`src/rtl/timer_ctrl.sv`:
```
// -----------------------------------------------------------------------------
// timer_ctrl
//   Control stage for the countdown timer. It sits directly in front of the
//   hour/minute/second digit counters.
//   - Conditions the three raw pushbuttons. Each one goes through a
//     synchronizer, a debouncer and a rising-edge one-pulse stage.
//   - Runs the SET_HR / SET_MIN / RUN / PAUSE / DONE mode FSM.
//   - Drives single-cycle digit strobes, the run LED and the alarm.
//
// Ports
//   clk_out   in  1  system clock (same domain as the digit counters)
//   rst_n     in  1  asynchronous active-low reset
//   pb_mode   in  1  raw mode pushbutton (asynchronous level)
//   pb_inc    in  1  raw increment pushbutton (asynchronous level)
//   pb_start  in  1  raw start/pause pushbutton (asynchronous level)
//   tick      in  1  one-cycle 1 Hz enable
//   all_zero  in  1  every digit of the counter chain is 0
//   decrease  out 1  one-cycle strobe to the least-significant digit
//   inc_hour  out 1  one-cycle strobe to the hour units digit
//   inc_min   out 1  one-cycle strobe to the minute units digit
//   state     out 3  current FSM state
//   run_led   out 1  high in RUN
//   alarm     out 1  high in DONE
// -----------------------------------------------------------------------------

// Per-button conditioning: 2-flop sync -> debounce -> rising-edge pulse.
// The pulse is registered, so the total press-to-pulse delay is
// 2 + DB_CYCLES + 1 cycles.
module timer_ctrl_db #(
  parameter int DB_CYCLES = 4
) (
  input  logic clk_out,
  input  logic rst_n,
  input  logic i_raw,
  output logic o_pulse
);
  localparam int CW = (DB_CYCLES < 2) ? 1 : $clog2(DB_CYCLES + 1);

  logic          r_s1, r_s2;
  logic          r_lvl, r_lvl_d, r_pulse;
  logic [CW-1:0] r_cnt;

  always_ff @(posedge clk_out or negedge rst_n) begin
    if (!rst_n) begin
      r_s1    <= 1'b0;
      r_s2    <= 1'b0;
      r_lvl   <= 1'b0;
      r_lvl_d <= 1'b0;
      r_pulse <= 1'b0;
      r_cnt   <= '0;
    end else begin
      r_s1 <= i_raw;
      r_s2 <= r_s1;
      // The level flips only after DB_CYCLES consecutive disagreeing samples.
      // Any agreeing sample restarts the count.
      if (r_s2 != r_lvl) begin
        if (r_cnt == CW'(DB_CYCLES - 1)) begin
          r_lvl <= r_s2;
          r_cnt <= '0;
        end else begin
          r_cnt <= r_cnt + CW'(1);
        end
      end else begin
        r_cnt <= '0;
      end
      r_lvl_d <= r_lvl;
      r_pulse <= r_lvl & ~r_lvl_d;
    end
  end

  assign o_pulse = r_pulse;
endmodule

module timer_ctrl #(
  parameter int DB_CYCLES   = 4,
  parameter int ALARM_TICKS = 10
) (
  input  logic       clk_out,
  input  logic       rst_n,
  input  logic       pb_mode,
  input  logic       pb_inc,
  input  logic       pb_start,
  input  logic       tick,
  input  logic       all_zero,
  output logic       decrease,
  output logic       inc_hour,
  output logic       inc_min,
  output logic [2:0] state,
  output logic       run_led,
  output logic       alarm
);
  localparam int TW = $clog2(ALARM_TICKS + 1);

  typedef enum logic [2:0] {
    S_SET_HR  = 3'd0,
    S_SET_MIN = 3'd1,
    S_RUN     = 3'd2,
    S_PAUSE   = 3'd3,
    S_DONE    = 3'd4
  } state_t;

  // Button lanes, ordered {start, mode, inc}.
  logic [2:0] w_raw;
  logic [2:0] w_p;
  logic       w_p_inc, w_p_mode, w_p_start;

  assign w_raw = {pb_start, pb_mode, pb_inc};

  timer_ctrl_db #(.DB_CYCLES(DB_CYCLES)) u_db [2:0] (
    .clk_out (clk_out),
    .rst_n   (rst_n),
    .i_raw   (w_raw),
    .o_pulse (w_p)
  );

  assign w_p_inc   = w_p[0];
  assign w_p_mode  = w_p[1];
  assign w_p_start = w_p[2];

  state_t        r_state;
  logic [TW-1:0] r_tcnt;
  logic          r_dec, r_inc_h, r_inc_m;

  // All strobes default low every cycle. This keeps them one cycle wide and
  // mutually exclusive, because each state's branch sets at most one of them.
  always_ff @(posedge clk_out or negedge rst_n) begin
    if (!rst_n) begin
      r_state <= S_SET_HR;
      r_tcnt  <= '0;
      r_dec   <= 1'b0;
      r_inc_h <= 1'b0;
      r_inc_m <= 1'b0;
    end else begin
      r_dec   <= 1'b0;
      r_inc_h <= 1'b0;
      r_inc_m <= 1'b0;
      case (r_state)
        S_SET_HR, S_SET_MIN: begin
          // A start press with nothing loaded is swallowed. It still
          // outranks mode and inc in the same cycle.
          if (w_p_start) begin
            if (!all_zero) r_state <= S_RUN;
          end else if (w_p_mode) begin
            r_state <= (r_state == S_SET_HR) ? S_SET_MIN : S_SET_HR;
          end else if (w_p_inc) begin
            if (r_state == S_SET_HR) r_inc_h <= 1'b1;
            else                     r_inc_m <= 1'b1;
          end
        end
        S_RUN: begin
          if (w_p_start) begin
            r_state <= S_PAUSE;          // a same-cycle tick is dropped
          end else if (all_zero) begin
            r_state <= S_DONE;
            r_tcnt  <= '0;
          end else if (tick) begin
            r_dec <= 1'b1;
          end
        end
        S_PAUSE: begin
          if (w_p_start)     r_state <= S_RUN;
          else if (w_p_mode) r_state <= S_SET_HR;
        end
        S_DONE: begin
          if (w_p_start || w_p_mode || w_p_inc) begin
            r_state <= S_SET_HR;
          end else if (tick) begin
            // Leave on the tick that brings the count to ALARM_TICKS.
            // The counter holds at ALARM_TICKS and never wraps.
            if (r_tcnt >= TW'(ALARM_TICKS - 1)) begin
              r_tcnt  <= TW'(ALARM_TICKS);
              r_state <= S_SET_HR;
            end else begin
              r_tcnt <= r_tcnt + TW'(1);
            end
          end
        end
        default: r_state <= S_SET_HR;
      endcase
    end
  end

  assign decrease = r_dec;
  assign inc_hour = r_inc_h;
  assign inc_min  = r_inc_m;
  assign state    = r_state;
  assign run_led  = (r_state == S_RUN);
  assign alarm    = (r_state == S_DONE);
endmodule

```
`config.mk`:
```
export PLATFORM = sky130hd
export DESIGN_NAME = timer_ctrl
export DESIGN_NICKNAME = d
export VERILOG_FILES = /design/src/rtl/timer_ctrl.sv
export SDC_FILE = /design/constraint.sdc
export NUM_CORES = 1
export LEC_CHECK = 0
export CAP_MARGIN = 20
export CORE_UTILIZATION = 40
export DETAILED_ROUTE_END_ITERATION = 7
export GPL_TIMING_DRIVEN = 0
export MAX_ROUTING_LAYER = met4
export PLACE_DENSITY = 0.61
export SYNTH_ARGS = -nofsm -noshare
export SYNTH_HDL_FRONTEND = slang
export SYNTH_SLANG_ARGS = --single-unit
```
`constraint.sdc`:
```
create_clock -name clk_out -period 4.2 [get_ports clk_out]
set_input_delay 0.42 -clock clk_out [delete_from_list [all_inputs] [get_ports clk_out]]
set_output_delay 0.42 -clock clk_out [all_outputs]
set_load 0.005 [all_outputs]
```
### Word-level counts from Yosys, hierarchy flattened

Cells that the tools add are included.

| storage, ports and cells | value |
|---|---|
| word-level logic and storage cells | 102 |
| memory bits (read-only) | 0 |
| input bits | 7 |
| memory bits (writable) | 0 |
| output and inout port bits | 8 |
| memories | 0 |
| bits in latches | 0 |
| register bits after elaboration | 34 |

| cells by class | value |
|---|---|
| shifts and indexed selects | 0 |
| mux-type cells | 38 |
| bitwise logic cells | 6 |
| equality and inequality tests | 20 |
| reductions and logical operators | 10 |
| multiply operators | 0 |
| $add $sub $neg | 4 |
| order comparisons | 1 |
| divide/modulo/power cells | 0 |

Operator list:

| cell | count |
|---|---|
| $mux W3 | 16 |
| $mux W4 | 5 |
| $eq A3 B2 Y1 const B | 5 |
| $mux W1 | 15 |
| $pmux W3 S4 | 1 |
| $add A3 B1 Y3 const B | 3 |
| $ne A3 B1 Y1 const B | 3 |
| $ne A2 B2 Y1 const B | 4 |
| $pmux W4 S2 | 1 |
| $ne A3 B2 Y1 const B | 2 |
| $reduce_and A2 Y1 | 3 |
| $reduce_and A6 Y1 | 1 |
| $reduce_and A5 Y1 | 1 |
| $add A4 B1 Y4 const B | 1 |
| $ge A4 B4 Y1 const B | 1 |
| $and A1 B1 Y1 | 3 |
| $eq A3 B1 Y1 const B | 1 |
| $eq A3 B3 Y1 const B | 1 |
| $logic_not A3 Y1 | 1 |
| $ne A1 B1 Y1 | 3 |
| $ne A3 B3 Y1 const B | 1 |
| $not A1 Y1 | 3 |
| $logic_or A1 B1 Y1 | 2 |
| $reduce_bool A2 Y1 | 1 |
| $reduce_or A2 Y1 | 1 |

### Longest topological paths before layout

Gate-level depths: netlist (run 1).

| logic depth | value |
|---|---|
| depth in word-level cells | 6 |
| gate-level depth with buffers | 6 |
| depth with buffers taken out | 6 |

### By module

From an unflattened synthesis (run 1), not the netlist that was laid out.

| unflattened totals | value |
|---|---|
| cells, all modules | 105 |
| area, all modules | 1,405.1 µm² |

By module, submodules not included:

| module | cells an instance | area each (µm²) | sequential area each (µm²) | times used |
|---|---|---|---|---|
| timer_ctrl_db | 16 | 277.8 | 200.2 | 3 |
| timer_ctrl | 57 | 571.8 | 250.2 | 1 |

### Worst setup path before layout (run 1)

OpenSTA, ideal clock, no wires.

| timing path | value |
|---|---|
| path type | register to register |
| start | reg r_state[0] (netlist: state[0]) |
| end | reg r_tcnt[2] |
| setup time | 0.076 ns |
| path slack | 2.590 ns |
| path buffers | 1 |
| required time | 4.124 ns |
| stages on the path, launching flop included | 6 |
| arrival time | 1.534 ns |
| period minus slack after synthesis | 1.610 ns |
| path through | dfrtp_1 > buf_2 > nor3b_4 > a32oi_2 > or3b_1 > o21ai_1 |

| on the way | value |
|---|---|
| cells in the longest elaborated chain, start to end | 3 |
| elaborated cells on any way between the ends | 9 |

Ends and longest elaborated chain:

| element | RTL line | RTL |
|---|---|---|
| start: declaration | 120 | `state_t r_state;` |
| start signal: assignment | 144 | `r_state <= (r_state == S_SET_HR) ? S_SET_MIN : S_SET_HR;` |
| $eq A3 B3 Y1 * | - |  |
| named net alarm | 90 | `output logic alarm` |
| $ne A2 B2 Y1 (no source line) / $reduce_bool A2 Y1 (equally long branches) | - |  |
| $reduce_and A5 Y1 (no source line) | - |  |
| end signal: assignment | 171 | `r_tcnt <= TW'(ALARM_TICKS);` |
| end signal: assignment | 174 | `r_tcnt <= r_tcnt + TW'(1);` |
| end: declaration | 121 | `logic [TW-1:0] r_tcnt;` |

Mark *: on every way through the listed nets, which the timed path passes. The rest lies on a longest branch.
A chain may end at the register's enable or synchronous reset.

### Worst setup path in the final report (run 1)

| timing path | value |
|---|---|
| start | reg r_state[0] (netlist: state[0]) |
| end | out alarm |

| on the way | value |
|---|---|
| cells in the longest elaborated chain, start to end | 1 |

Ends and longest elaborated chain:

| element | RTL line | RTL |
|---|---|---|
| $eq A3 B3 Y1 | 188 | `assign alarm = (r_state == S_DONE);` |
| end: declaration | 90 |  |

No other way between the ends.

==> reports/metrics.yaml, run 1 <==
postCtsHoldBufs: 0
wirelength_mm: 1.93
p_leak_nw: 0.721
endpoint_kind: "output pin"
status: "complete, no violations"
critPathArrivalTime_ns: 1.77
ir_drop_uv: 224
synthCells: 103
worstMarginPinSlew_ns: 0.708
drv_cap: 0
overflow: 0
grt_pass1_vias: 824
power_density_mw_per_mm2: 583
ys_warn_count: 0
cts_buffers: 5
max_freq_mhz: 456
n_fill_cell: 298
syn_area_sq_mm: 0.00137
required_ns: 3.78
portBuffers: 14
placed_cells: 161
wl_per_cell_um: 11.4
drc: 0
cts_sinks: 34
cp_max_fo: 9
seq_area_frac_synth_pct: 62.3
p_int_mw: 0.649
initial_core_util_pct: 43.3
gp_congestion: 0.805
multi_input_area_sq_um: 490
startpoint_type: "flip-flop"
hold_viol_final: 0
slew_headroom_pct: 52.8
p_total_mw: 0.942
ant_nets: 0
drt-initial-drc-count: 28
dp_hpwl_mm: 1.37
drtPass1Iterations: 4
hp-class: "input pin to asynchronous set/reset pin"
diodes: 0
htree_levels: 2
die_x_um: 60.4
cts_repair_resize_count: 0
post_cts_buffers: 0
setup_viol: 0
tns_ns: 0
p_sw_mw: 0.293
avgSynthCellArea_sq_um: 13.3
root_buffer: "clkbuf_4"
finalNonFillerCells: 169
via_per_inst: 4.92
p_seq_share_pct: 51.3
synth_seq_cells: 34
vias: 831
grt_max_degree: 35
grt_antenna_before_repair: 0
drive_gt1_share_pct: 12.0
ys_types: 30
drv_slew: 0
power_frac_comb_pct: 29.6
post-route-min-period_ns: 2.19
rsz0062_at_grt: "false"
clkSlewWorstSetupHoldPaths_ns: 0.09
synth-edff-count: 0
grt_use_total_pct: 13.5
num_rows: 20
clockBufferDepth: 2
ios: 15
setup_slack_ns: 2.01
synthFlopType: "dfrtp_1"
power_switching_share_pct: 31.1
clk_latency_ns: 0.31
tritoncts: "done"
dpl_worst_slack_ns: 2.34
synthArstFlopShare_pct: 100
core_sq_mm: 0.00315
area_delta_synth_final_pct: 18.3
path_class: "flip-flop to output pin"
nNetsFinal: 137
clock_skew_ns: 0.00162
clkPwrFrac_pct: 19.0
period_share_pct: 52.2
seq_area_sq_um: 851
synth_nets: 116
grt_first_pass_wirelength_mm: 3.41
dieHeight_um: 60.4
dieArea_sq_mm: 0.00365
==> registers in the layout (all words and copies together) (netlist names) <==
signal / flops
decrease: 1
inc_hour: 1
inc_min: 1
r_tcnt: 4
state: 3
u_db.o_pulse: 3
u_db.r_cnt: 9
u_db.r_lvl: 3
u_db.r_lvl_d: 3
u_db.r_s1: 3
u_db.r_s2: 3
==> worst max-delay path, cell delays in order (launching register included) <==
cell             delay, ns
dfrtp_1               0.38
buf_2                 0.19
nor3b_4               0.33
clkdlybuf4s50_1       0.56
==> power groups by stage <==
| stage | Combinational (mW) | Clock, mW | Sequential, mW |
|---|---|---|---|
| floorplan | 0.193 | 0 | 0.479 |
| global placement | 0.272 | 0 | 0.487 |
| detailed placement | 0.284 | 0 | 0.493 |
| CTS | 0.285 | 0.187 | 0.486 |
| global route | 0.325 | 0.200 | 0.498 |
| finish | 0.279 | 0.179 | 0.484 |
==> worst paths after layout <==
path | startpoint | to | slack, ns | cells after the start
setup / recovery | state[0]$_DFFE_PN0P_ | alarm | 2.01 | 3
min in group clk_out | u_db[0].r_s1$_DFF_PN0_ | u_db[0].r_s2$_DFF_PN0_ | 0.36 | 0
hold reg to reg | u_db[0].r_s1$_DFF_PN0_ | u_db[0].r_s2$_DFF_PN0_ | 0.36 | 0
setup reg to reg | state[0]$_DFFE_PN0P_ | r_tcnt[2]$_DFFE_PN0P_ | 2.44 | 5
hold / removal | rst_n | inc_hour$_DFF_PN0_ | 0.14 | 1
max in group asynchronous | rst_n | u_db[2].r_cnt[2]$_DFF_PN0_ | 3.60 | 1
==> layout by cell type, fill, tap and decap left out, types with 3 or more instances in the layout <==
cell	count
nand2b_1	3
dfrtp_1	34
ha_1	6
xnor2_1	3
mux2_2	3
inv_1	4
clkdlybuf4s50_1	13
o21ai_0	5
nor2_1	3
clkbuf_4	5
nor3_1	4
nor3b_1	7
and3b_1	3
nand2_1	4
nor2b_1	6
==> per-stage QoR <==
step / instance area [sq um] / utilization, % / hold slack, ns
after floorplan: 1370 / - / 0.124
after CTS: 1620 / 51.2 / 0.161
final: 1620 / 51.2 / 0.142
after detailed placement: 1560 / 49.3 / 0.336
after global routing: 1620 / 51.2 / 0.192
after global placement: 1560 / 49.5 / 0.332
==> cell families after synthesis <==
kind of cell / after synthesis / share of synthesized area [%]
adder cells (fa/ha/maj): 6 / 5.50
AND/OR/NAND/NOR: 36 / 18.3
flip-flops: 34 / 62.3
multiplexers: 3 / 2.47
AO/OA/AOI/OAI: 15 / 7.70
buffers and inverters: 6 / 1.74
XOR/XNOR: 3 / 1.93
==> metal layers <==
metal / wire, um / GRT usage (%)
met5: 0 / -
met4: 17 / 5.52
met3: 100 / 5.97
met2: 947 / 22.1
met1: 864 / 14.2
==> Yosys cell counts (all sizes together), types with 3 or more instances <==
cell type  number  area share, %
dfrtp          34             62
nor3b           8            5.2
o21ai           7            2.6
ha              6            5.5
nor2b           6            2.8
inv             4            1.1
nand2           4            1.1
nor3            4            1.5
and3b           3            1.9
mux2            3            2.5
nand2b          3            1.4
nor2            3           0.82
xnor2           3            1.9
==> cell type report <==
cell class                 count  area share, %
buffer                         2          0.542
clock buffer                   7           3.41
clock inverter                 1          0.310
inverter                       4          0.930
multi-input combinational     63           30.4
sequential                    34           52.7
tap                           44           3.41
timing repair buffer          14           8.37
Power figures use the tool's default switching activity.
==> run 2: changes to the inputs <==
--- a/config.mk
+++ b/config.mk
@@ -10,7 +10,7 @@
 export DETAILED_ROUTE_END_ITERATION = 7
 export GPL_TIMING_DRIVEN = 0
 export MAX_ROUTING_LAYER = met4
-export PLACE_DENSITY = 0.61
+export PLACE_DENSITY = 0.63
 export SYNTH_ARGS = -nofsm -noshare
 export SYNTH_HDL_FRONTEND = slang
 export SYNTH_SLANG_ARGS = --single-unit
==> constraint.sdc (replaced) <==
create_clock -name clk_out -period 1.9 [get_ports clk_out]
set_input_delay 0.19 -clock clk_out [delete_from_list [all_inputs] [get_ports clk_out]]
set_output_delay 0.19 -clock clk_out [all_outputs]
set_load 0.005 [all_outputs]
==> reports/metrics.yaml, run 2 (same netlist as run 1, synthesis figures left out) <==
overflow: 0  # unchanged
ios: 15  # unchanged
dieArea_sq_mm: 0.00365  # unchanged
reg2reg_depth: 5  # unchanged
crit_family: "buffers and inverters"
rr_endpoint: "r_tcnt[2]$_DFFE_PN0P_"
top_register: "u_db.r_cnt"
clock_skew_ns: 0.00812  # +0.00650 ns
clkSlewWorstSetupHoldPaths_ns: 0.10  # about the same
hp-class: "input pin to flip-flop"
cp_slowest_cell: "clkdlybuf4s50_1"
wirelength_mm: 1.82  # -5.8%
drc: 0  # unchanged
placed_cell_area_sq_mm: 0.00156  # unchanged
grt_max_degree: 35  # unchanged
whs_path_depth: 1
grt_use_total_pct: 13.4  # -0.10 points
clockBufferDepth: 2  # unchanged
max_freq_mhz: 555
grt_pass1_vias: 854  # +3.6%
hold_viol_final: 0  # unchanged
clk_latency_ns: 0.32  # about the same
gp_congestion: 0.811  # +0.83%
power_density_mw_per_mm2: 1400  # +140%
whs_endpoint: "u_db[1].r_s1$_DFF_PN0_"
cts_buffers: 5  # unchanged
finalInstanceArea_sq_mm: 0.00169  # +4.8%
ir_drop_uv: 521  # +130%
largestRegisters: "u_db.r_cnt: 9 flops, r_tcnt: 4 flops"
grt_antenna_before_repair: 0  # unchanged
die_x_um: 60.4  # unchanged
cp.buffers_inverters: 2  # unchanged
dieHeight_um: 60.4  # unchanged
tns_ns: 0  # unchanged
critPathArrivalTime_ns: 1.61  # -0.16 ns
required_ns: 1.71  # -2.07 ns
rsz0062_at_grt: "false"
initial_core_util_pct: 43.3  # unchanged
drv_slew: 0  # unchanged
post-route-min-period_ns: 1.80
drv_cap: 0  # unchanged
core_sq_mm: 0.00315  # unchanged
root_buffer: "clkbuf_4"
tritoncts: "done"
wl_per_cell_um: 10.6  # -6.9%
cts_sinks: 34  # unchanged
setup_viol: 0  # unchanged
worstHoldStart: "pb_mode"
crit_chain: "buf_2 > nor3_1 > clkdlybuf4s50_1"
diodes: 0  # unchanged
crit_start: "state[0]$_DFFE_PN0P_"
path_class: "flip-flop to output pin"
endpoint_kind: "output pin"
vias: 820  # -1.3%
worstMarginPinSlew_ns: 0.714  # +0.00605 ns
dp_hpwl_mm: 1.28  # -6.5%
period_share_pct: 94.8
final_cell_mix: "dfrtp_1 (33), clkdlybuf4s50_1 (12), nor3b_1 (7)"
htree_levels: 2  # unchanged
num_rows: 20  # unchanged
drive_gt1_share_pct: 15.0  # +3.0 points
drt-initial-drc-count: 27  # -3.6%
p_leak_nw: 0.772  # +7.1%
mostFrequentLayoutCell: "dfrtp_1"
whs_ns: 0.303  # +0.161 ns
status: "complete, no violations"
max_stage_delay_ns: 0.52  # -0.04 ns
cp_max_fo: 9  # unchanged
reg2reg_from: "state[0]$_DFFE_PN0P_"
area_delta_synth_final_pct: 24.0
portBuffers: 14  # unchanged
nNetsFinal: 139  # +1.5%
slew_headroom_pct: 52.4  # -0.40 points
ant_nets: 0  # unchanged
grt_first_pass_wirelength_mm: 3.36  # -1.4%
drtPass1Iterations: 4  # unchanged
largest_reg_flops: 9  # unchanged
startpoint_type: "flip-flop"
via_per_inst: 4.80  # -2.5%
regToRegSetupSlack_ns: 0.17  # -2.27 ns
==> run 2: changes by cell type in the layout (fill, tap and decap cells not counted), sizes merged <==
| cell | previous run | this run |
|---|---|---|
| bufinv | 0 | 2 |
| dlygate4sd3 | 0 | 1 |
| buf | 2 | 3 |
| dlymetal6s2s | 0 | 1 |
| clkinv | 1 | 0 |
| clkbuf | 8 | 7 |
| clkdlybuf4s50 | 13 | 12 |
==> run 2: worst max path at each step <==
| stage | to | slack (ns) | cells after the start |
|---|---|---|---|
| global route | run_led | 0.02 | 3 |
| global placement | r_tcnt[1]$_DFFE_PN0P_ | -0.006 | 1 |
| CTS | run_led | 0.04 | 3 |
| finish | run_led | 0.1 | 3 |
| detailed placement | r_tcnt[0]$_DFFE_PN0P_ | 0.15 | 5 |
| floorplan | r_tcnt[2]$_DFFE_PN0P_ | 0.29 | 5 |
==> run 2: final cells by class <==
type,count,area (sq um)
Buffer,2,8.76
Clock buffer,6,51.3
Clock inverter,2,60.1
Fill cell,270,1460
Inverter,4,15.0
Multi-Input combinational cell,63,495
Sequential cell,34,852
Tap cell,44,55.1
Timing Repair Buffer,16,155
==> run 2: power by group <==
part	total, mW	leakage, nW	switching [mW]	internal (mW)
Clock	0.676	0.0585	0.230	0.446
Sequential	1.07	0.434	0.147	0.925
Combinational	0.624	0.279	0.283	0.341
Total	2.37	0.772	0.659	1.71
==> run 2: per-stage QoR <==
stage	worst slack, ns	utilization [%]	std cells	total power, mW
2_1_floorplan	0.290	-	103	1.48
3_3_place_gp	-0.00636	49.5	161	1.68
3_5_place_dp	0.148	49.3	161	1.71
4_1_cts	0.0417	53.4	171	2.40
5_1_grt	0.0246	53.7	171	2.54
6_report	0.0994	53.7	171	2.37
==> run 2: repair_timing <==
| item | in CTS | in global routing |
|---|---|---|
| setup buffers | 1 | 0 |
| pin swaps | 1 | 0 |
| setup endpoints to repair | 1 | 4 |
| hold buffers | 1 | 0 |
| gates resized for setup | 0 | 3 |
| hold endpoints to repair | 34 | 0 |
==> run 2: layer usage <==
| layer | vias to the layer above | global-route usage, % | wire length, um |
|---|---|---|---|
| li1 | 407 | - | - |
| met1 | 389 | 13.6 | 831 |
| met2 | 20 | 21.2 | 869 |
| met3 | 4 | 6.40 | 98 |
| met4 | 0 | 7.47 | 18 |
| met5 | - | - | 0 |
==> run 2: worst register-to-register path, delay by kind of cell (launching register included) <==
kind	cells	cell delay, ns
simple gates	2	0.81
compound gates	2	0.29
flops	1	0.38
buf+inv	1	0.19
